<file path="config.mk">
export PLATFORM = sky130hd
export DESIGN_NAME = vga_fb_arbiter_flat
export DESIGN_NICKNAME = d
export VERILOG_FILES = /design/src/rtl/vga_fb_arbiter_if.sv /design/src/rtl/vga_fb_arbiter.sv /design/src/flat_wrapper.sv
export SDC_FILE = /design/constraint.sdc
export NUM_CORES = 1
export LEC_CHECK = 0
export CAP_MARGIN = 10
export CORE_ASPECT_RATIO = 0.9
export CORE_UTILIZATION = 28
export CTS_BUF_LIST = sky130_fd_sc_hd__clkbuf_8
export DETAILED_ROUTE_END_ITERATION = 8
export GPL_TIMING_DRIVEN = 0
export HOLD_SLACK_MARGIN = 0.06
export PLACE_DENSITY = 0.5
export SETUP_SLACK_MARGIN = 0.15
export SYNTH_ARGS = -nofsm -noshare
export SYNTH_HDL_FRONTEND = slang
export SYNTH_SLANG_ARGS = --single-unit
</file>
<file path="constraint.sdc">
create_clock -name iCLK -period 3.9 [get_ports iCLK]
set_clock_uncertainty 0.2 [all_clocks]
set_input_delay 0.975 -clock iCLK [delete_from_list [all_inputs] [get_ports iCLK]]
set_output_delay 0.975 -clock iCLK [all_outputs]
set_load 0.005 [all_outputs]
</file>
<file path="src/rtl/vga_fb_arbiter_if.sv">
// Frame-buffer memory port: registered command out of the arbiter, read data back
// from the memory after a fixed latency.
interface vga_fb_arbiter_if #(
   parameter int ADDR_W = 19
) ();
   logic [ADDR_W-1:0] oMemAddr;
   logic [23:0]       oMemWrData;
   logic              oMemWE;
   logic              oMemRE;
   logic [23:0]       iMemRdData;

   modport master (
      output oMemAddr,
      output oMemWrData,
      output oMemWE,
      output oMemRE,
      input  iMemRdData
   );

   modport slave (
      input  oMemAddr,
      input  oMemWrData,
      input  oMemWE,
      input  oMemRE,
      output iMemRdData
   );
endinterface

</file>
<file path="src/rtl/vga_fb_arbiter.sv">
// Single-port frame-buffer arbiter: raster-order prefetch into a small FIFO for VGA
// scanout, with drawing-engine writes slotted in whenever the prefetch can afford it.
module vga_fb_arbiter #(
   parameter int ADDR_W     = 19,
   parameter int H_ACT      = 640,
   parameter int V_ACT      = 480,
   parameter int FIFO_DEPTH = 8,
   parameter int WR_THRESH  = 6,
   parameter int MEM_LAT    = 2
) (
   input  logic              iCLK,
   input  logic              iRST_N,
   input  logic              iFrameStart,
   input  logic              iPixReq,
   output logic [23:0]       oPixel,
   output logic              oUnderflow,
   input  logic              iWrReq,
   input  logic [ADDR_W-1:0] iWrAddr,
   input  logic [23:0]       iWrData,
   output logic              oWrAck,
   vga_fb_arbiter_if.master  mem_if
);
   localparam int CW          = $clog2(FIFO_DEPTH) + 1;
   localparam int PW          = $clog2(FIFO_DEPTH);
   localparam int FRAME_WORDS = H_ACT * V_ACT;
   localparam logic [ADDR_W-1:0] LAST_ADDR = ADDR_W'(FRAME_WORDS - 1);

   typedef enum logic [1:0] {
      S_IDLE,
      S_FETCH,
      S_DONE
   } state_e;

   state_e            state_q, state_d;
   logic [ADDR_W-1:0] raddr_q, raddr_d;
   logic [CW-1:0]     count_q, count_d;
   logic [CW-1:0]     inflight, used;
   logic [MEM_LAT-1:0] vld_q, vld_d;
   logic [PW-1:0]     wptr_q, wptr_d, rptr_q, rptr_d;
   logic [23:0]       fifo_q [FIFO_DEPTH];
   logic [23:0]       pix_q, pix_d;
   logic              undf_q, undf_d;
   logic [ADDR_W-1:0] maddr_q, maddr_d;
   logic [23:0]       mwdata_q, mwdata_d;
   logic              mwe_q, mre_q;
   logic              rd_elig, wr_elig, rd_gnt, wr_gnt, push, pop;

   // Reads already committed (on the port or in the return pipe) reserve FIFO room.
   always_comb begin
      inflight = CW'(mre_q);
      for (int i = 0; i < MEM_LAT; i++) begin
         inflight = inflight + CW'(vld_q[i]);
      end
      used = count_q + inflight;
   end

   always_comb begin
      // NOTE: every signal driven here gets a default first, so no latch is inferred.
      state_d  = state_q;
      raddr_d  = raddr_q;
      maddr_d  = maddr_q;
      mwdata_d = mwdata_q;
      rd_gnt   = 1'b0;
      wr_gnt   = 1'b0;

      // No read is issued in a restart cycle: it would target the old frame address.
      rd_elig = (state_q == S_FETCH) && (used < CW'(FIFO_DEPTH)) && !iFrameStart;
      wr_elig = iWrReq && !mwe_q;

      if (rd_elig && (used < CW'(WR_THRESH))) begin
         rd_gnt = 1'b1;
      end else if (wr_elig) begin
         wr_gnt = 1'b1;
      end else if (rd_elig) begin
         rd_gnt = 1'b1;
      end

      if (rd_gnt) begin
         maddr_d = raddr_q;
         raddr_d = raddr_q + ADDR_W'(1);
         if (raddr_q == LAST_ADDR) begin
            state_d = S_DONE;
         end
      end else if (wr_gnt) begin
         maddr_d  = iWrAddr;
         mwdata_d = iWrData;
      end

      if (iFrameStart) begin
         state_d = S_FETCH;
         raddr_d = '0;
      end
   end

   // Read-return pipe and FIFO bookkeeping; a restart discards everything in flight.
   always_comb begin
      push = vld_q[MEM_LAT-1] && !iFrameStart;
      pop  = iPixReq && (count_q != '0);

      vld_d    = '0;
      vld_d[0] = mre_q;
      for (int i = 1; i < MEM_LAT; i++) begin
         vld_d[i] = vld_q[i-1];
      end

      count_d = count_q + CW'(push) - CW'(pop);
      wptr_d  = wptr_q + PW'(push);
      rptr_d  = rptr_q + PW'(pop);

      pix_d  = pix_q;
      undf_d = undf_q;
      if (iPixReq) begin
         pix_d = pop ? fifo_q[rptr_q] : 24'h0;
         if (!pop) begin
            undf_d = 1'b1;
         end
      end

      if (iFrameStart) begin
         vld_d   = '0;
         count_d = '0;
         wptr_d  = '0;
         rptr_d  = '0;
         undf_d  = 1'b0;
      end
   end

   always_ff @(posedge iCLK) begin
      // NOTE: sequential state uses non-blocking assignments only.
      if (!iRST_N) begin
         state_q  <= S_IDLE;
         raddr_q  <= '0;
         count_q  <= '0;
         vld_q    <= '0;
         wptr_q   <= '0;
         rptr_q   <= '0;
         pix_q    <= '0;
         undf_q   <= 1'b0;
         maddr_q  <= '0;
         mwdata_q <= '0;
         mwe_q    <= 1'b0;
         mre_q    <= 1'b0;
      end else begin
         state_q  <= state_d;
         raddr_q  <= raddr_d;
         count_q  <= count_d;
         vld_q    <= vld_d;
         wptr_q   <= wptr_d;
         rptr_q   <= rptr_d;
         pix_q    <= pix_d;
         undf_q   <= undf_d;
         maddr_q  <= maddr_d;
         mwdata_q <= mwdata_d;
         mwe_q    <= wr_gnt;
         mre_q    <= rd_gnt;
      end
   end

   // NOTE: FIFO storage is not reset; count and pointers alone decide what is valid.
   always_ff @(posedge iCLK) begin
      if (push) begin
         fifo_q[wptr_q] <= mem_if.iMemRdData;
      end
   end

   assign oPixel            = pix_q;
   assign oUnderflow        = undf_q;
   assign oWrAck            = mwe_q;
   assign mem_if.oMemAddr   = maddr_q;
   assign mem_if.oMemWrData = mwdata_q;
   assign mem_if.oMemWE     = mwe_q;
   assign mem_if.oMemRE     = mre_q;

endmodule
</file>
<file path="src/flat_wrapper.sv">
// flat-port wrapper written by rule: the top's interface ports become plain ports
module vga_fb_arbiter_flat 
#(
   parameter int ADDR_W     = 19,
   parameter int H_ACT      = 640,
   parameter int V_ACT      = 480,
   parameter int FIFO_DEPTH = 8,
   parameter int WR_THRESH  = 6,
   parameter int MEM_LAT    = 2
)
  (iCLK, iRST_N, iFrameStart, iPixReq, oPixel, oUnderflow, iWrReq, iWrAddr, iWrData, oWrAck, mem_if_oMemAddr, mem_if_oMemWrData, mem_if_oMemWE, mem_if_oMemRE, mem_if_iMemRdData);
  vga_fb_arbiter_if #(.ADDR_W(ADDR_W)) mem_if_i ();
  input  logic iCLK;
  input  logic iRST_N;
  input  logic iFrameStart;
  input  logic iPixReq;
  output logic [23:0] oPixel;
  output logic oUnderflow;
  input  logic iWrReq;
  input  logic [ADDR_W-1:0] iWrAddr;
  input  logic [23:0] iWrData;
  output logic oWrAck;
  output wire logic [$bits(mem_if_i.oMemAddr)-1:0] mem_if_oMemAddr;
  output wire logic [$bits(mem_if_i.oMemWrData)-1:0] mem_if_oMemWrData;
  output wire logic [$bits(mem_if_i.oMemWE)-1:0] mem_if_oMemWE;
  output wire logic [$bits(mem_if_i.oMemRE)-1:0] mem_if_oMemRE;
  input wire logic [$bits(mem_if_i.iMemRdData)-1:0] mem_if_iMemRdData;
  assign mem_if_oMemAddr = mem_if_i.oMemAddr;
  assign mem_if_oMemWrData = mem_if_i.oMemWrData;
  assign mem_if_oMemWE = mem_if_i.oMemWE;
  assign mem_if_oMemRE = mem_if_i.oMemRE;
  assign mem_if_i.iMemRdData = mem_if_iMemRdData;
  vga_fb_arbiter #(.ADDR_W(ADDR_W), .H_ACT(H_ACT), .V_ACT(V_ACT), .FIFO_DEPTH(FIFO_DEPTH), .WR_THRESH(WR_THRESH), .MEM_LAT(MEM_LAT)) u_core (.iCLK(iCLK), .iRST_N(iRST_N), .iFrameStart(iFrameStart), .iPixReq(iPixReq), .oPixel(oPixel), .oUnderflow(oUnderflow), .iWrReq(iWrReq), .iWrAddr(iWrAddr), .iWrData(iWrData), .oWrAck(oWrAck), .mem_if(mem_if_i));
endmodule
</file>
-- Yosys cells after proc, flatten, opt, wreduce, memory -nomap -nowiden
Memory sizes are Yosys's and may differ from the RTL's. A register that Yosys moved wholly into a read port is not among the register bits.
Index checks and enable logic that the tools add are counted.
- bits of input ports: 72
- RAM bits: 192
- memories kept: 1
- logic and storage cells: 60
- bits in registers: 103
- memories (name ; words ; width ; rd ports ; clocked after memory_dff ; wr ports ; line ; RTL):
    u_core.fifo_q ; 8 ; 24 ; 1 ; 1 ; 1 ; vga_fb_arbiter.sv:40 ; logic [23:0] fifo_q [FIFO_DEPTH];
- reductions and logical operators: 17
- add/sub/neg operators: 8
- bitwise logic cells: 3
- magnitude comparators: 2
- multiplexer cells: 14
- eq/ne operators: 2
- operators with widths (operator ; count):
    $mux W19 ; 2
    $mux W24 ; 1
    $add A19 B1 Y19 const B ; 1
    $eq A19 B19 Y1 const B ; 1
    $mux W1 ; 10
    $add A4 B1 Y4 ; 2
    $reduce_and A2 Y1 ; 4
    $add A3 B1 Y3 ; 2
    $logic_and A1 B1 Y1 ; 6
    $reduce_bool A2 Y1 ; 3
    $add A4 B4 Y4 ; 1
    $lt A4 B3 Y1 const B ; 1
    $lt A4 B4 Y1 const B ; 1
    $reduce_bool A4 Y1 ; 1
    $sub A4 B1 Y4 ; 1
    $mux W3 ; 1
    $not A1 Y1 ; 3
    $add A1 B1 Y2 ; 1
    $eq A2 B1 Y1 const B ; 1
    $logic_not A1 Y1 ; 2
    $reduce_or A2 Y1 ; 1

-- Logic depth before layout (Yosys ltp)
Gate-level depths: netlist of run 1.
- depth after elaboration: 11
- depth in mapped cells: 14

-- Worst setup path before layout of run 1
OpenSTA, ideal clock, no wires.
- path type: input port to flip-flop
- start: input iFrameStart
- end: memory u_core.fifo_q[0][0] (enable)
- buffers on the path: 0
- required time: 3265 ps
- stages: 3
- library setup time: 435 ps
- slack: 278 ps
- data arrival time: 2987 ps
- cell sequence: and2b_1 -> nand2b_1 -> nor3_1
- cells in the longest elaborated chain, start to end: 4
- RTL lines (what ; line ; RTL):
    start: declaration ; flat_wrapper.sv:15 ; input logic iFrameStart;
    $logic_not A1 Y1 ; vga_fb_arbiter.sv:97 ; push = vld_q[MEM_LAT-1] && !iFrameStart;
    $logic_and A1 B1 Y1 ; vga_fb_arbiter.sv:97 ;
    $mux W1 ; vga_fb_arbiter.sv:161 ; if (push) begin
    $mux W1 (not written as such) ; vga_fb_arbiter.sv:162 ; fifo_q[wptr_q] <= mem_if.iMemRdData;
    end: declaration ; vga_fb_arbiter.sv:40 ;
Every way passes these cells.

-- Worst setup path after layout of run 1
- start: register u_core.mre_q, in the netlist u_core.mem_if.oMemRE
- end: register u_core.mwdata_q[22], in the netlist u_core.mem_if.oMemWrData[22]
- cells in the longest elaborated chain, start to end: 11
- elaborated cells between the ends (all ways): 14
- RTL lines (what ; line ; RTL):
    start: declaration ; vga_fb_arbiter.sv:45 ; logic mwe_q, mre_q;
    start signal: assignment ; vga_fb_arbiter.sv:155 ; mre_q <= rd_gnt;
    $add A1 B1 Y2 (*) ; vga_fb_arbiter.sv:52 ; inflight = inflight + CW'(vld_q[i]);
    $add A4 B1 Y4 (*) ; vga_fb_arbiter.sv:52 ;
    $add A4 B4 Y4 (*) ; vga_fb_arbiter.sv:54 ; used = count_q + inflight;
    $lt A4 B4 Y1 ; vga_fb_arbiter.sv:67 ; rd_elig = (state_q == S_FETCH) && (used < CW'(FIFO_DEPTH)) && !iFrameStart;
    $logic_and A1 B1 Y1 (2 in a row) ; vga_fb_arbiter.sv:67 ;
    $mux W1 ; vga_fb_arbiter.sv:74 ; end else if (rd_elig) begin
    $mux W1 ; vga_fb_arbiter.sv:72 ; end else if (wr_elig) begin
    $mux W1 ; vga_fb_arbiter.sv:70 ; if (rd_elig && (used < CW'(WR_THRESH))) begin
    $not A1 Y1 (no line) ; -- ;
    $reduce_and A2 Y1 (no line) (*) ; -- ;
    end signal: assignment ; vga_fb_arbiter.sv:153 ; mwdata_q <= mwdata_d;
    end: declaration ; vga_fb_arbiter.sv:44 ; logic [23:0] mwdata_q, mwdata_d;
Every way passes the cells marked *; elsewhere a longest branch is shown, timed or not.
A chain may end at the register's enable or synchronous reset.

==> results.toml, run 1 <==
[synthesis]
synth_common_cells = "edfxtp_1, dfxtp_1, mux4_2"
synth-edff-count = 192
syn_nets = 863
syn_area_um2 = 11580
synthMuxAreaShare_pct = 11.41
synth.distinct_cells = 52
synth_top_family_by_area = "multiplexers"
synthSimpleGateAreaFrac_pct = 8.881
synth-compound-area-share_pct = 6.785
synth-seq-cells = 295
syn_inst = 776
synth.top_cell.area_share_pct = 49.78
synth-xor-area-share_pct = 0.4538
avgSynthCellArea_um2 = 14.92
synth.most_common_cell = "edfxtp_1"
yosysWarnings = 0
synth_area_leaders = "edfxtp_1, dfxtp_1, mux4_2"
ys.flop_type = "edfxtp_1"
synthArstFlopShare_pct = 0
yosys.area_share.adder_pct = 1.750
synth_top_area_cell = "edfxtp_1"
yosysSeqAreaShare_pct = 67.59

[setup_path]
crit_family = "adder cells"
cp_slowest_stage_delay_ps = 450
crit_path_max_fanout = 10
crit_arrival_ps = 3820
cp-start-kind = "flop"
slowest_stage = "fa_1"
critPathKind = "reg -> reg"
worst-path-buf-inv = 2
cp_data_required_time_ps = 4230
endpoint_kind = "flop"
crit_chain = "ha_1 > ha_1 > a21oi_1 > fa_1 > nor3b_2 > a21oi_4 > a31oi_2 > buf_2 > buf_2 > nand3_1 > o21ai_1"

[floorplan]
core_area_um2 = 40730
initial_core_util_pct = 28.44
die_h_um = 194.9
row_count = 70
io_pins = 143
die-area_um2 = 42180
fp.dieW_um = 216.4

[power]
switching_share_pct = 24.87
powerDensity_nw_per_um2 = 474.0
p_int_uw = 5314
peakVddDrop_uv = 219.8
p_clk_share_pct = 39.4
seqPwrFrac_pct = 48.9
power_frac_comb_pct = 11.7
p_switching_uw = 1759
power.leakage_uw = 0.004819

[route]
viasPerCell = 4.600
route.detailed.drc = 0
wl_um = 29450
via_count = 7199
first_pass_iters = 4
ant_nets = 0
drtIter0Drc = 362
wl_per_cell_um = 18.82

[timing]
worst_pin_slew_ps = 1019
hold_viol = 0
setup_viol = 0
layout_min_cycle_time_ps = 3493
rsz0062_at_grt = "no"
timing.hold.ws_ps = 246.7
fmax_ghz = 0.2863
fin_crit_sh_pct = 89.56
slew_viol_final = 0
relSlewSlack_pct = 32.09

[global_route]
gr-usage-all-layers_pct = 14.08
grt_max_degree = 19
grt_pass1_vias = 7276
grt_pass1_wl_um = 44580
antenna_found_initial = 1
grt.overflow.total = 0

[placement]
gp_congestion = 0.7328
hpwl_um = 19480
portBuffers = 140
dp.cells = 1468

[finish]
final_nets = 1069
diodes = 0
final_util_pct = 36.65
fin_cells = 1565
drive_gt1_share_pct = 15.90
syn_to_final_growth_pct = 28.87

[worst_hold_path]
min_path_type = "reg -> reg"

[clock_tree]
cts.path.max_buffers = 3
postCtsHoldBufs = 0
clk_pin_slew_ps = 60
clkSinkCount = 295
clk_latency_ps = 620
cts_htree_levels = 2
cts_buffers = 52
cts-root-buf = "clkbuf_8"
cts_tree = "done"

[job]
maxCapViolCount = 0

[status]
status = "completed"
-- registers in the layout, summed over array words and instances (netlist names) --
register / cells
u_core.oPixel: 24
u_core.mem_if.oMemWrData: 24
u_core.count_q: 4
u_core.oUnderflow: 1
u_core.fifo_q: 192
u_core.state_q: 2
u_core.raddr_q: 19
u_core.wptr_q: 3
u_core.mem_if.oMemRE: 1
u_core.mem_if.oMemWE: 1
u_core.mem_if.oMemAddr: 19
u_core.vld_q: 2
u_core.rptr_q: 3
-- cells in the final DEF, fill, tap and decap left out, types with 8 or more instances in the layout --
| cell type | instances |
|---|---|
| edfxtp_1 | 192 |
| clkdlybuf4s50_1 | 140 |
| dfxtp_1 | 103 |
| inv_1 | 61 |
| clkbuf_8 | 57 |
| mux4_2 | 48 |
| nand2_1 | 38 |
| and2_1 | 33 |
| nand3_1 | 31 |
| clkbuf_1 | 27 |
| a21oi_1 | 24 |
| mux2i_1 | 24 |
| o22ai_1 | 24 |
| o21ai_0 | 21 |
| a221o_1 | 16 |
| nor2_1 | 14 |
| o31ai_1 | 14 |
| or4_1 | 13 |
| ha_1 | 13 |
| and3_1 | 9 |
| clkinv_1 | 9 |
| buf_2 | 8 |
| buf_6 | 8 |
-- per-stage QoR --
step                      total power (uW)  area, um2  worst slack, ps  TNS [ps]
final                                 7074      14920            407.0         0
after global routing                  7413      14920            179.1         0
after CTS                             7214      14920            259.3         0
after detailed placement              4364      13900           -364.3    -982.0
after global placement                4360      13660            -2147   -229710
after floorplan                       3970      11580            277.7         0
-- cell families after synthesis --
logic type               Yosys count
AO/OA/AOI/OAI                    118
XOR/XNOR                           6
adder cells (fa/ha/maj)           15
buffers and inverters             87
flip-flops                       295
multiplexers                      72
AND/OR/NAND/NOR                  183
-- final cells by class --
class / count / area [um2]
Clock buffer: 57 / 784.5
Clock inverter: 40 / 226.5
Inverter: 41 / 153.9
Multi-Input combinational cell: 394 / 3457
Timing Repair Buffer: 152 / 1589
Fill cell: 3917 / 25800
Sequential cell: 295 / 7828
Buffer: 46 / 210.2
Tap cell: 540 / 675.6
-- power groups by stage --
stage	Combinational (uW)	Sequential (uW)	Clock, uW
floorplan	449	3520	0
global placement	839	3520	0
detailed placement	841	3520	0
CTS	848	3460	2910
global route	919	3470	3030
finish	831	3460	2790
-- metal layers --
layer | part of all wire (%) | vias up | track usage [%]
li1 | - | 3386 | -
met1 | 47 | 3620 | 19.18
met2 | 47 | 155 | 21.79
met3 | 4.9 | 38 | 3.803
met4 | 1.8 | 0 | 4.278
met5 | 0 | - | 0
-- timing repair --
action,4_1_cts,5_1_grt
gates cloned,0,0
endpoints found under the hold margin,0,0
setup buffers,0,0
setup endpoints to repair,7,13
gates resized for setup,2,1
-- tightest hold or removal path, cell delays in order (launching register included) --
cell     delay (ps)
dfxtp_1         310
nand2_1          50
o21ai_1          50
-- path summary, 6_finish.rpt --
path	slack [ps]	startpoint	end	cells past startpoint
setup / recovery	410	u_core.mem_if.oMemRE	u_core.mem_if.oMemWrData[22]	11
hold / removal	250	u_core.mem_if.oMemWrData[23]	u_core.mem_if.oMemWrData[23]	2
setup reg to reg	410	u_core.mem_if.oMemRE	u_core.mem_if.oMemWrData[22]	11
hold reg to reg	250	u_core.mem_if.oMemWrData[23]	u_core.mem_if.oMemWrData[23]	2
Power figures use the tool's default switching activity.
==> run 2: changes to the inputs <==
--- a/config.mk
+++ b/config.mk
@@ -14,6 +14,8 @@
 export HOLD_SLACK_MARGIN = 0.06
 export PLACE_DENSITY = 0.5
 export SETUP_SLACK_MARGIN = 0.15
+export SKIP_CTS_REPAIR_TIMING = 1
+export SLEW_MARGIN = 15
 export SYNTH_ARGS = -nofsm -noshare
 export SYNTH_HDL_FRONTEND = slang
 export SYNTH_SLANG_ARGS = --single-unit
==> run 2 against run 1 <==
Against the previous run: power increased by 0.52%; sequential share of layout area decreased by 0.14 points; clock power increased by 1%; routed wire length decreased by 0.29%; largest cell class unchanged; highest routed layer is now met5.
==> results.toml, run 2 (synthesis results as in run 1) <==
[setup_path]
crit_path_end = "u_core.mem_if.oMemWrData[18]"
endpoint_kind = "flop"
critPathKind = "reg -> reg"
rrSetupSlack_ps = 470
crit_arrival_ps = 3790
cp-startpoint = "u_core.mem_if.oMemRE"
cp-start-kind = "flop"
reg2regPathDepth = 11
crit_path_max_fanout = 10
cp_data_required_time_ps = 4260
r2r-end = "u_core.mem_if.oMemWrData[18]"
reg2reg_from = "u_core.mem_if.oMemRE"

[finish]
drive_gt1_share_pct = 16.63
n_fill_cell = 3946
mostFrequentLayoutCells = "edfxtp_1, clkdlybuf4s50_1, dfxtp_1, clkbuf_8, inv_1"
largest_reg_flops = 192
top_register = "u_core.fifo_q"
final_nets = 1071
layout_commonest_cell = "edfxtp_1"
syn_to_final_growth_pct = 29.20

[power]
powerDensity_nw_per_um2 = 475.2
fin_total_pwr_uw = 7111
switching_share_pct = 24.75
power_frac_comb_pct = 11.6
p_clk_share_pct = 39.7
seqPwrFrac_pct = 48.6
p_int_uw = 5351
p_switching_uw = 1760
peakVddDrop_uv = 244.3
power.leakage_uw = 0.004833

[clock_tree]
cts-root-buf = "clkbuf_8"
cts_tree = "done"
clk_latency_ps = 630
cts_buffers = 53
cts.path.max_buffers = 3
clk_pin_slew_ps = 60
cts_htree_levels = 2
clkSinkCount = 295

[global_route]
grt_max_degree = 19
grt_pass1_vias = 7349
grt_busiest_layer = "met2"
grt_pass1_wl_um = 44820
antenna_found_initial = 2
grt_use_met1_pct = 19.31
grtUsageMet3_pct = 3.678
grt.overflow.total = 0
gr-usage-all-layers_pct = 14.11
use_met2_pct = 21.70

[timing]
hold_viol = 0
slew_viol_final = 0
fin_crit_sh_pct = 88.08
setup_tns_ps = 0
worst_pin_slew_ps = 1036
fmax_ghz = 0.2911
rsz0062_at_grt = "no"
layout_min_cycle_time_ps = 3435
relSlewSlack_pct = 30.93
setup_viol = 0

[worst_hold_path]
hold_path_depth = 2
min_path_type = "reg -> reg"

[job]
maxCapViolCount = 0

[floorplan]
row_count = 70
core_area_um2 = 40730
die_h_um = 194.9
die-area_um2 = 42180
io_pins = 143
initial_core_util_pct = 28.44
fp.dieW_um = 216.4

[route]
via_count = 7197
viasPerCell = 4.587
drtIter0Drc = 367
route.detailed.drc = 0
wl_um = 29360
first_pass_iters = 5
wl_per_cell_um = 18.71
ant_nets = 0

[placement]
gp_congestion = 0.7328
hpwl_um = 19540
portBuffers = 140

[status]
status = "completed"
==> run 2: cell count changes in the layout (fill, tap and decap cells not counted), sizes merged <==
cell / delta
inv: -4
clkbuf: +5
bufinv: -1
clkinv: +2
diode: +1
buf: +1
==> run 2: stage by stage <==
step | utilization (%) | hold slack, ps | std cells | setup WS (ps) | instance area (um2)
final | 36.74 | 249.0 | 1569 | 465.1 | 14960
after floorplan | - | 244.7 | 776 | 277.7 | 11580
after detailed placement | 34.14 | 244.5 | 1469 | -373.4 | 13900
after global placement | 33.54 | 236.6 | 1456 | -2147 | 13660
after CTS | 36.70 | 253.1 | 1568 | 99.86 | 14950
after global routing | 36.73 | 268.2 | 1568 | 213.4 | 14960
==> run 2: critical path, stage by stage, from the launching register on <==
cell and delay, ps:
dfxtp_1 330, ha_1 300, ha_1 300, a21oi_1 200, fa_1 450, nor3b_2 280
a21oi_4 120, a31oi_2 330, buf_2 320, buf_2 310, nand3_1 110, o21ai_1 110
==> run 2: power groups by stage <==
| stage | Sequential, uW | Clock [uW] | Combinational (uW) |
|---|---|---|---|
| after floorplan | 3520 | 0 | 449 |
| after global placement | 3520 | 0 | 839 |
| after detailed placement | 3520 | 0 | 842 |
| after CTS | 3460 | 2940 | 847 |
| after global routing | 3470 | 3080 | 918 |
| final | 3460 | 2830 | 827 |
==> run 2: routing by layer <==
layer	vias to the layer above	share of wire (%)
li1	3400	-
met1	3594	47
met2	148	46
met3	53	4.8
met4	2	2.2
met5	-	0.041
==> run 2: final cells by class <==
| cell class | instances | area [um2] | share of cell area [%] |
|---|---|---|---|
| Sequential cell | 295 | 7828 | 52.31 |
| Multi-Input combinational cell | 394 | 3457 | 23.10 |
| Timing Repair Buffer | 153 | 1593 | 10.64 |
| Clock buffer | 62 | 853.3 | 5.703 |
| Tap cell | 540 | 675.6 | 4.515 |
| Buffer | 46 | 210.2 | 1.405 |
| Clock inverter | 37 | 190.2 | 1.271 |
| Inverter | 41 | 153.9 | 1.029 |
| Antenna cell | 1 | 2.502 | 0.01672 |
==> run 2: worst min path at each step <==
stage	startpoint	slack (ps)	end
after CTS	u_core.mem_if.oMemWrData[20]	250	u_core.mem_if.oMemWrData[20]
after floorplan	u_core.mem_if.oMemWrData[18]	240	u_core.mem_if.oMemWrData[18]
after global placement	u_core.mem_if.oMemWrData[23]	240	u_core.mem_if.oMemWrData[23]
after global routing	u_core.mem_if.oMemWrData[21]	270	u_core.mem_if.oMemWrData[21]
final	u_core.mem_if.oMemWrData[18]	250	u_core.mem_if.oMemWrData[18]
after detailed placement	u_core.mem_if.oMemWrData[18]	240	u_core.mem_if.oMemWrData[18]
==> run 3: changes to the inputs <==
--- a/config.mk
+++ b/config.mk
@@ -14,7 +14,6 @@
 export HOLD_SLACK_MARGIN = 0.06
 export PLACE_DENSITY = 0.5
 export SETUP_SLACK_MARGIN = 0.15
-export SKIP_CTS_REPAIR_TIMING = 1
 export SLEW_MARGIN = 15
 export SYNTH_ARGS = -nofsm -noshare
 export SYNTH_HDL_FRONTEND = slang
==> results of run 3 <==
The final DEF is identical to that of run 2; final timing and power are the same.
